`config.mk`:
```
export PLATFORM = sky130hd
export DESIGN_NAME = aes_128_inv_control_3clk
export DESIGN_NICKNAME = d
export VERILOG_FILES = /design/src/rtl/aes_128_pkg.sv /design/src/rtl/aes_128_inv_control_3clk.sv
export SDC_FILE = /design/constraint.sdc
export NUM_CORES = 1
export LEC_CHECK = 0
export CAP_MARGIN = 10
export CORE_ASPECT_RATIO = 1.5
export CORE_MARGIN = 5
export CORE_UTILIZATION = 56
export CTS_CLUSTER_SIZE = 30
export DETAILED_ROUTE_END_ITERATION = 12
export PLACE_DENSITY = 0.82
export SYNTH_ARGS = -nofsm -noshare
export SYNTH_HDL_FRONTEND = slang
export SYNTH_SLANG_ARGS = --single-unit
```
`constraint.sdc`:
```
create_clock -name clk -period 2.6 [get_ports clk]
set_clock_uncertainty 0.05 [all_clocks]
set_input_delay 0.65 -clock clk [delete_from_list [all_inputs] [get_ports clk]]
set_output_delay 0.65 -clock clk [all_outputs]
set_load 0.005 [all_outputs]
```
`src/rtl/aes_128_pkg.sv`:
```
// Shared constants and state encoding for the AES-128 inverse-cipher control logic.
package aes_128_pkg;

    parameter int unsigned NR            = 10;
    parameter int unsigned CLK_PER_ROUND = 3;

    typedef enum logic [1:0] {
        StIdle,
        StKeyExp,
        StReady,
        StDec
    } state_t;

endpackage

```
`src/rtl/aes_128_inv_control_3clk.sv`:
```
// Sequencer for an AES-128 decryptor with iterative key expansion and a multi-clock round:
// drives round-key store write/read strobes, InvMixColumns bypass and block handshakes.
module aes_128_inv_control_3clk
    import aes_128_pkg::*;
#(
    parameter int unsigned NR            = aes_128_pkg::NR,
    parameter int unsigned CLK_PER_ROUND = aes_128_pkg::CLK_PER_ROUND
) (
    input  logic       clk,
    input  logic       kill,
    input  logic       key_en,
    input  logic       in_en,
    output logic       start,
    output logic       rk_wr_en,
    output logic [3:0] rk_wr_addr,
    output logic       rk_rd_en,
    output logic [3:0] rk_rd_addr,
    output logic       key_valid,
    output logic       en_invmixcol,
    output logic       busy,
    output logic       out_en,
    output logic       collision_irq_pulse
);

    localparam logic [3:0] LastKey    = 4'(NR);
    localparam logic [4:0] LastCount  = 5'(NR * CLK_PER_ROUND - 1);
    localparam logic [4:0] PreFinal   = 5'((NR - 1) * CLK_PER_ROUND - 1);
    localparam logic [1:0] PhaseLast  = 2'(CLK_PER_ROUND - 1);
    localparam logic [1:0] PhaseFetch = 2'(CLK_PER_ROUND - 2);

    state_t     state;
    state_t     state_next;
    logic       key_accept;
    logic       reject;
    logic [4:0] round_count;
    logic [1:0] phase;
    logic [3:0] round;
    logic       rd_pulse;
    logic [3:0] rd_addr_hold;

    assign key_accept = key_en & ~kill & ((state == StIdle) | (state == StReady));
    assign start      = in_en & ~kill & ~key_en & (state == StReady);
    assign reject     = ~kill & ((in_en & ~start) | (key_en & busy));

    always_ff @(posedge clk) begin
        if (kill) begin
            state <= StIdle;
        end else begin
            state <= state_next;
        end
    end

    always_comb begin
        state_next = state;
        unique case (state)
            StIdle: begin
                if (key_accept) state_next = StKeyExp;
            end
            StKeyExp: begin
                if (rk_wr_addr == LastKey) state_next = StReady;
            end
            StReady: begin
                if (key_accept) begin
                    state_next = StKeyExp;
                end else if (start) begin
                    state_next = StDec;
                end
            end
            StDec: begin
                if (round_count == LastCount) state_next = StReady;
            end
            default: state_next = StIdle;
        endcase
    end

    always_comb begin
        busy       = (state == StKeyExp) | (state == StDec);
        rk_rd_en   = start | rd_pulse;
        // The initial AddRoundKey fetch is issued in the acceptance cycle itself.
        rk_rd_addr = start ? LastKey : rd_addr_hold;
    end

    always_ff @(posedge clk) begin
        if (kill) begin
            round_count         <= '0;
            phase               <= '0;
            round               <= '0;
            key_valid           <= 1'b0;
            rk_wr_en            <= 1'b0;
            rk_wr_addr          <= '0;
            rd_pulse            <= 1'b0;
            rd_addr_hold        <= '0;
            en_invmixcol        <= 1'b1;
            out_en              <= 1'b0;
            collision_irq_pulse <= 1'b0;
        end else begin
            rd_pulse            <= 1'b0;
            out_en              <= 1'b0;
            collision_irq_pulse <= reject;

            if (key_accept) begin
                rk_wr_en   <= 1'b1;
                rk_wr_addr <= '0;
                key_valid  <= 1'b0;
            end else if (state == StKeyExp) begin
                if (rk_wr_addr == LastKey) begin
                    rk_wr_en  <= 1'b0;
                    key_valid <= 1'b1;
                end else begin
                    rk_wr_addr <= rk_wr_addr + 4'd1;
                end
            end

            if (start) begin
                round_count  <= '0;
                phase        <= '0;
                round        <= 4'd1;
                rd_addr_hold <= LastKey;
            end else if (state == StDec) begin
                if (round_count == LastCount) begin
                    round_count  <= '0;
                    en_invmixcol <= 1'b1;
                    out_en       <= 1'b1;
                end else begin
                    round_count <= round_count + 5'd1;
                end
                // Final round skips InvMixColumns.
                if (round_count == PreFinal) en_invmixcol <= 1'b0;
                if (phase == PhaseFetch) begin
                    rd_pulse     <= 1'b1;
                    rd_addr_hold <= LastKey - round;
                end
                if (phase == PhaseLast) begin
                    phase <= '0;
                    round <= round + 4'd1;
                end else begin
                    phase <= phase + 2'd1;
                end
            end
        end
    end

endmodule

```
==> results by group <==
Outcome
  – Outcome: completed

Finish
  – Layout Area Growth over Synthesis: 19.8%
  – Post-route insts no fill: 192
  – Final-stage net count: 180
  – Antenna Diode Count: 0
  – Fin area: 1600 sq um
  – Layout cells sized above 1: 14.8%
  – Final-layout fill cell count: 185

Floorplan
  – Die height: around 70 um
  – Initial cell density of the core: 59.0%
  – Top Ports: 20
  – Die X: approximately 50 um
  – Rows: 21
  – Core Region: 2260 sq um
  – Die area: approximately 3500 sq um

Synthesis
  – Post-synth ARST share: 0%
  – Area leader, netlist: dfxtp_1
  – Distinct cells, synth: 40
  – Most instantiated cells after synthesis: 27 x dfxtp_1, 15 x a21oi_1, 10 x nor2_1
  – Post-Syn Area: ~1300 sq um
  – Top cell type's share of synthesized area: 40.5%
  – #FFs+latches synth: 27
  – Post-synth EDFFs: 0
  – Top-count cell post-synth: dfxtp_1
  – Mapped Nets: 153
  – Post-synth top flop: dfxtp_1
  – Cells after synthesis: 143
  – Leading post-synthesis cells by cell area: dfxtp_1 41%, a21oi_1 5.6%, ha_1 5.6%, buf_6 3.4%, or3_1 3.3%
  – Yosys warns: 0
  – Syn Area/Cell: slightly above 9 sq um
  – Seq/Total Area, Yosys: ~41%

Timing
  – Tmin final: ~2.5 ns
  – Slew HR: 70.5%
  – Fin. Hold Viols: 0
  – Worst hold margin: about 0.44 ns
  – Count of final setup violators: 0
  – Final worst setup slack: ~0.071 ns
  – RSZ-0062 raised after global routing: no
  – Fmax: between 300 and 400 MHz
  – Final Cycle Share: 97.3%
  – Final Max Tran Viols: 0
  – Least-Margin Pin Slew: 0.443 ns

Power and ir drop
  – Sw Share: around a quarter
  – Power Dens Cells: 413 nW/um^2
  – Flop pwr share: between 60% and 70%
  – Leakage: 0.693 nW
  – Overall power: ~0.66 mW
  – Max rail drop VDD: 0.000402 V
  – Internal: 0.503 mW
  – Clk pwr share: 28.1%
  – Comb pwr share: roughly 8%
  – NetSw: 0.157 mW

Worst setup path
  – CP Cell Sequence: clkdlybuf4s50_1, and2_4, nand3_4, or2b_1, dlygate4sd2_1
  – CP Max Fanout: 7
  – CP startpoint kind: primary input
  – Slowest stage delay, CP: about 0.42 ns
  – CP Launch Point: in_en
  – Setup CP Type: primary input to output pin
  – Crit end category: output pin
  – Slowest-stage cell, CP: clkdlybuf4s50_1
  – R2r startpoint: round_count[1]
  – Worst EP arrival: 1.83 ns
  – Required time of the critical path: 1.90 ns

Worst hold path
  – Worst Min Path Start: rk_wr_en
  – HP Class: flip-flop to flip-flop

Drt
  – Via density: 5.68
  – Via count: 1,090
  – Drt initial violations: 11
  – Drt drc: 0
  – TritonRoute pass-1 iters: 3
  – WL/cell: 13.6 um
  – WL final: about 2600 um
  – Antenna Violating Nets Remaining: 0

Global route
  – First-pass GRT wire length: 4580 um
  – Grt ovf: 0
  – Global Route Usage Sum: 16.4%
  – Vias in the first global route: 1,103
  – Largest net degree at the start of global routing: 16
  – Initial antenna violation count: 0

Clocking
  – Clock Latency Late Sink: between 0.3 and 0.4 ns
  – Total clock buffers created by CTS: 3
  – Longest Clk Path Bufs: 2
  – Clk slew on worst S/H paths: 0.14 ns
  – Post-CTS Setup Bufs: 0
  – Hold_buf cts: 0
  – CTS tree: yes
  – Total clock sinks: 27
  – H-tree depth: 1
  – Root Driver: clkbuf_4

Placed design
  – Post-Place Setup Slack: -0.172 ns
  – Dpl hpwl: about 2100 um
  – Input/output buffers: 19
  – Placer congestion estimate: 0.797
  – Placed Area: 1570 sq um
  – Cell count after placement: between 150 and 200

Run
  – Max-cap viol count: 0
[final timing paths]
| check | slack (ns) | depth (start not counted) | end |
|---|---|---|---|
| hold / removal | 0.44 | 2 | rk_wr_en |
| hold reg to reg | 0.44 | 2 | rk_wr_en |
| setup reg to reg | 1.09 | 5 | round_count[1] |
| setup / recovery | 0.07 | 5 | rk_rd_addr[1] |
[cell usage in the layout, fill, tap and decap left out, drive strengths merged, types with 2 or more instances in the layout]
cell / netlist / final
nand4b: 2 / 2
dfxtp: 27 / 27
or3: 7 / 7
ha: 6 / 6
nand2b: 5 / 5
a211oi: 2 / 2
nand3: 5 / 5
xor2: 2 / 2
xnor2: 2 / 2
a311oi: 2 / 2
mux2i: 2 / 2
and2: 6 / 6
o21a: 2 / 2
clkdlybuf4s50: 0 / 13
clkbuf: 0 / 3
nand2: 7 / 7
dlygate4sd2: 0 / 6
o21ai: 8 / 8
nand4: 2 / 2
nand3b: 2 / 2
inv: 6 / 6
nor2: 10 / 10
buf: 7 / 10
nor3: 4 / 4
a21oi: 17 / 17
[metal layers]
metal  track usage [%]  routed length [um]
met1              18.4                1110
met5                 0                   0
met3              2.37                  96
met2              28.0                1310
met4              10.2                  86
[critical path, delay by kind of cell]
| family | cells | cell delay [ns] |
|---|---|---|
| buffers and inverters | 2 | 0.68 |
| AND/OR/NAND/NOR | 3 | 0.50 |
[sequential cells by signal, indices dropped and copies added (netlist names)]
register,flops
round_count,5
rd_addr_hold,4
rk_wr_addr,4
round,4
phase,2
state,2
collision_irq_pulse,1
en_invmixcol,1
key_valid,1
out_en,1
rd_pulse,1
rk_wr_en,1
[power groups by stage]
stage                     Clock, mW  Combinational (mW)  Sequential (mW)
after global routing          0.206              0.0568            0.423
after CTS                     0.192              0.0532            0.422
after floorplan                   0              0.0280            0.431
after global placement            0              0.0504            0.430
after detailed placement          0              0.0521            0.431
final                         0.186              0.0527            0.422
[logic make-up (layout without fill, tap and decap cells)]
kind of cell	after synthesis	count (layout)	share of synthesized area, %
buffers and inverters	13	39	6.19
flip-flops	27	27	40.5
adder cells (fa/ha/maj)	6	6	5.63
multiplexers	2	2	1.50
XOR/XNOR	4	4	2.63
AO/OA/AOI/OAI	36	36	17.6
AND/OR/NAND/NOR	55	55	25.9
[stage by stage]
stage	TNS, ns	utilization [%]
floorplan	0	-
global placement	-0.673	69.4
detailed placement	-0.758	69.4
CTS	0	70.7
global route	0	70.7
finish	0	70.7
[cell type report]
type / count / area, sq um / share of cell area (%)
Multi-Input combinational cell: 103 / 721 / 45.1
Sequential cell: 27 / 541 / 33.8
Timing Repair Buffer: 29 / 258 / 16.1
Tap cell: 23 / 28.8 / 1.80
Clock buffer: 3 / 22.5 / 1.41
Inverter: 6 / 22.5 / 1.41
Clock inverter: 1 / 5.00 / 0.313
[what timing repair did]
action | CTS | global route
endpoints found under the setup margin | 6 | 0
hold endpoints to repair | 0 | 0
gates resized for setup | 8 | 0
Power figures use the tool's default switching activity.
